--- config.mk ---
export PLATFORM = sky130hd
export DESIGN_NAME = regfile_mp
export DESIGN_NICKNAME = d
export VERILOG_FILES = /design/src/rtl/regfile_mp.sv
export SDC_FILE = /design/constraint.sdc
export NUM_CORES = 2
export LEC_CHECK = 0
export CORE_UTILIZATION = 40
export DETAILED_ROUTE_END_ITERATION = 6
export PLACE_DENSITY = 0.65
export SLEW_MARGIN = 5
export SYNTH_ARGS = -nofsm -noshare
export SYNTH_HDL_FRONTEND = slang
export SYNTH_SLANG_ARGS = --single-unit
export TNS_END_PERCENT = 30
--- constraint.sdc ---
create_clock -name clk -period 3.1 [get_ports clk]
set_input_delay 0.62 -clock clk [delete_from_list [all_inputs] [get_ports clk]]
set_output_delay 0.62 -clock clk [all_outputs]
set_load 0.02 [all_outputs]
--- src/rtl/regfile_mp.sv ---
// Multi-port register file with registered reads, optional r0-hardwired zero and write-to-read bypass.
// Reads take 1 cycle; no backpressure: every enabled read/write/reserve is accepted in the cycle it is presented.
module regfile_mp #(
  parameter  int DW       = 32,
  parameter  int DEPTH    = 32,
  parameter  int NREAD    = 4,
  parameter  int NWRITE   = 2,
  parameter  int ZERO_REG = 1,
  parameter  int BYPASS   = 1,
  localparam int AW       = $clog2(DEPTH)
) (
  input  logic                 clk,
  input  logic                 rst_n,
  input  logic [NREAD-1:0]     ren,
  input  logic [NREAD*AW-1:0]  raddr,
  output logic [NREAD*DW-1:0]  rdata,
  output logic [NREAD-1:0]     rvalid,
  output logic [NREAD-1:0]     rbusy,
  input  logic [NWRITE-1:0]    wen,
  input  logic [NWRITE*AW-1:0] waddr,
  input  logic [NWRITE*DW-1:0] wdata,
  input  logic                 rsv_en,
  input  logic [AW-1:0]        rsv_addr
);

  logic [DW-1:0]    r_mem [DEPTH];
  logic [DEPTH-1:0] r_busy;
  logic [DEPTH-1:0] w_busy_nxt;
  logic [NREAD-1:0] w_hit;
  logic [NREAD-1:0] w_rzero;
  logic [DW-1:0]    w_byp_dat [NREAD];

  // Writes clear busy, then a same-cycle reserve re-marks it: the reserve is the newer producer.
  always_comb begin
    w_busy_nxt = r_busy;
    for (int j = 0; j < NWRITE; j++) begin
      if (wen[j]) w_busy_nxt[waddr[j*AW +: AW]] = 1'b0;
    end
    if (rsv_en) w_busy_nxt[rsv_addr] = 1'b1;
    if (ZERO_REG != 0) w_busy_nxt[0] = 1'b0;
  end

  // Ascending scan so the highest-index matching write port is the one forwarded.
  always_comb begin
    for (int i = 0; i < NREAD; i++) begin
      w_hit[i]     = 1'b0;
      w_byp_dat[i] = '0;
      w_rzero[i]   = (ZERO_REG != 0) && (raddr[i*AW +: AW] == '0);
      for (int j = 0; j < NWRITE; j++) begin
        if (wen[j] && (waddr[j*AW +: AW] == raddr[i*AW +: AW])) begin
          w_hit[i]     = 1'b1;
          w_byp_dat[i] = wdata[j*DW +: DW];
        end
      end
    end
  end

  always_ff @(posedge clk or negedge rst_n) begin
    if (!rst_n) begin
      for (int k = 0; k < DEPTH; k++) r_mem[k] <= '0;
    end else begin
      for (int j = 0; j < NWRITE; j++) begin
        if (wen[j] && !((ZERO_REG != 0) && (waddr[j*AW +: AW] == '0)))
          r_mem[waddr[j*AW +: AW]] <= wdata[j*DW +: DW];
      end
    end
  end

  always_ff @(posedge clk or negedge rst_n) begin
    if (!rst_n) r_busy <= '0;
    else        r_busy <= w_busy_nxt;
  end

  always_ff @(posedge clk or negedge rst_n) begin
    if (!rst_n) begin
      rdata  <= '0;
      rvalid <= '0;
      rbusy  <= '0;
    end else begin
      rvalid <= ren;
      for (int i = 0; i < NREAD; i++) begin
        if (ren[i]) begin
          if (w_rzero[i])
            rdata[i*DW +: DW] <= '0;
          else if ((BYPASS != 0) && w_hit[i])
            rdata[i*DW +: DW] <= w_byp_dat[i];
          else
            rdata[i*DW +: DW] <= r_mem[raddr[i*AW +: AW]];
          if (w_rzero[i])
            rbusy[i] <= 1'b0;
          else if ((BYPASS != 0) && w_hit[i])
            rbusy[i] <= w_busy_nxt[raddr[i*AW +: AW]];
          else
            rbusy[i] <= r_busy[raddr[i*AW +: AW]];
        end
      end
    end
  end

endmodule

==> impl_results.md <==
- CTS root buf: clkbuf_16
- Post-cts resize count: 0
- Final hold violations: 0
- Startpoint Class: register
- Commonest register cell after synthesis: dfrtp_1
- Buf+Inv Stages, Crit Path: 1
- Largest net degree at the start of global routing: 94
- # setup viols final: 0
- HPWL Detailed: 276000 um
- Vias in the first global route: 77.7k
- Total Power: 66100 uW
- Post-synth EDFFs: 0
- Initial antenna violation count: 18
- Gp weighted congestion: 1.00
- CTS buffer count: 143
- Clock latency on the worst-skew pair: 830 ps
- Cell Area, Synth: 0.0895 mm^2
- IO Count: 244
- Biggest area consumer among synthesized cells: mux4_2
- Sequential share of the synthesized area: 33.3%
- Post-CTS Setup Inserts: 0
- Critical-path top delay cell: clkdlybuf4s50_1
- Vias: 80.1k
- Min cycle time layout: 2980 ps
- Via density: 7.17
- Worst Path Arrival: 2360 ps
- Synth area leaders: mux4_2 33%, dfrtp_1 33%, mux2i_1 9.7%
- Slack of the critical path: 125 ps
- Critical path required time: 2480 ps
- H-tree Lvls: 4
- Clk pin slew, worst setup/hold paths: 60 ps
- Sink Count: 1191
- Die ar.: 0.226 mm^2
- Die Wd: 475 um
- CP top delay family: buffers and inverters
- Initial core utilization: 40.2%
- Core area: 0.222 mm^2
- RSZ-0062 raised after global routing: false
- CP cell instances: clkdlybuf4s50_1
- Max Freq: 0.336 GHz
- Worst-margin pin slew: 1260 ps
- First-pass GRT wire length: 598000 um
- # port buffers: 243
- DRC violations left: 0
- CTS tree: yes
- Fin. max-slew vios: 0
- Max Cap Viol: 0
- Syn Area/Cell: 11.3 um^2
- Clock skew: 41.4 ps
- Hold Buf Count CTS: 1
- Pwr Density: 618 mW/mm^2
- Die extent in y: 475 um
- Yosys cell types: 69
- Max FO, Critical Path: 3
- Post-Syn Instances: 7894
- Status: completed
- Final instance area: 0.107 mm^2
- Detailed Route Iter0 Violations: 13.9k
- # rows: 173
- Total Nets Final: 8186
- Antenna-violating nets left: 0
- P_leak: 0.0467 uW
- Wire per inst: 38.2 um
- Area delta synth->final: 19.6%
- Clk buf depth: 3
- Fin Setup TNS: 0 ps
- Synth cell count leaders: 1330 x mux4_2, 1191 x dfrtp_1, 871 x mux2i_1
- Asr flop ratio synth: 100%
- Max IR drop VDD: 0.000476 V
- Crit. End Element: primary output
- Yosys warnings: 0
- Kind of critical path: register to primary output
- DRT Wirelength: 427000 um
- Post-DP Area: 0.102 mm^2
- Slew Limit Headroom: 16.1%
- Synth Register Bits: 1191
- Layout fillers: 19.4k
- Crit-path max cell delay: 1040 ps
- GR Overflow Total: 0
- Tot GR Track Use: 37.6%
- Pre-CTS setup slack: -484 ps
- Share of post-route cells with drive strength above 1: 31.1%
- Count leader, synth: mux4_2
- Drt pass-1 iters: 7
- Min-Delay Path Class: input port to register
- Post-synthesis net count: 8002
- Top-area cell type share of the netlist area: 33.5%
- Period utilisation layout: 96.0%
[cell usage in the layout (no fill, tap or decap), types with 17 or more instances in the layout]
cell type	Yosys	routed
mux4_2	1330	1330
dfrtp_1	1191	1191
mux2i_1	871	871
nand2_1	855	811
a21oi_1	703	702
nor2_1	707	687
o21ai_0	582	582
buf_4	5	575
buf_12	0	285
clkdlybuf4s50_1	0	223
a32oi_1	185	185
clkbuf_16	0	147
a31oi_1	96	94
nand2_4	0	43
xor2_1	32	32
clkbuf_1	717	27
clkbuf_8	0	24
inv_1	20	20
o221ai_1	18	18
bufinv_16	0	18
nor2_4	0	17
[per-layer routing]
layer	part of all wire [%]	vias to the layer above	GRT usage [%]
met4	9.2	21	28.0
met2	42	7479	53.1
met3	16	1993	15.8
met5	0.049	-	0.260
met1	33	39900	45.6
li1	-	30600	-
[worst reg2reg max path: cells and delay by family (launching register included)]
kind            cells  cell delay (ps)
simple gates        1               40
flops               1              430
buf+inv             1              160
compound gates      2              440
mux                 3             1230
[final cells by class]
class	count	area (um^2)	area share, %
diodes	8	20.0	0.0187
clock buffers	198	4110	3.84
clock inverters	56	871	0.814
inverters	33	129	0.120
multi-input cells	5612	55900	52.3
flip-flops and latches	1191	29800	27.8
well taps	2975	3720	3.48
repair buffers	1097	12400	11.6
[path summary, 6_finish.rpt]
kind / cells past startpoint / slack, ps / to / start
setup / recovery: 1 / 120 / rbusy[0] / rbusy[0]
max in group asynchronous: 4 / 1630 / r_mem[987] / rst_n
min in group asynchronous: 2 / 350 / r_mem[5] / rst_n
setup reg to reg: 7 / 660 / rdata[97] / r_mem[385]
hold reg to reg: 0 / 440 / r_mem[1014] / r_mem[1014]
hold / removal: 1 / 310 / rvalid[0] / ren[0]
[logic make-up after synthesis]
| group | Yosys count | share of synthesized area [%] |
|---|---|---|
| xor gates and xnor gates | 40 | 0.392 |
| buffers and inverters | 1091 | 4.82 |
| AOI/OAI and AO/OA | 1663 | 10.6 |
| DFF | 1191 | 33.3 |
| muxes | 2204 | 43.3 |
| and+or+nand+nor | 1705 | 7.66 |
[registers in the layout, indices dropped and copies added (netlist names)]
register  flops
r_busy       31
rdata       128
rvalid        4
r_mem      1024
rbusy         4
[per-stage QoR]
step	hold slack, ps	cells	util, %
floorplan	324	7894	-
global placement	408	10900	45.9
detailed placement	420	10900	45.9
CTS	281	11200	48.1
global route	313	11200	48.1
finish	309	11200	48.1
[where the power goes]
group / internal, uW / switching, uW / leakage [uW]
combinational: 12900 / 9860 / 0.0296
clock: 10800 / 7630 / 0.00242
sequential: 19600 / 5340 / 0.0147
Note: power is estimated with default switching activity, not from simulation.
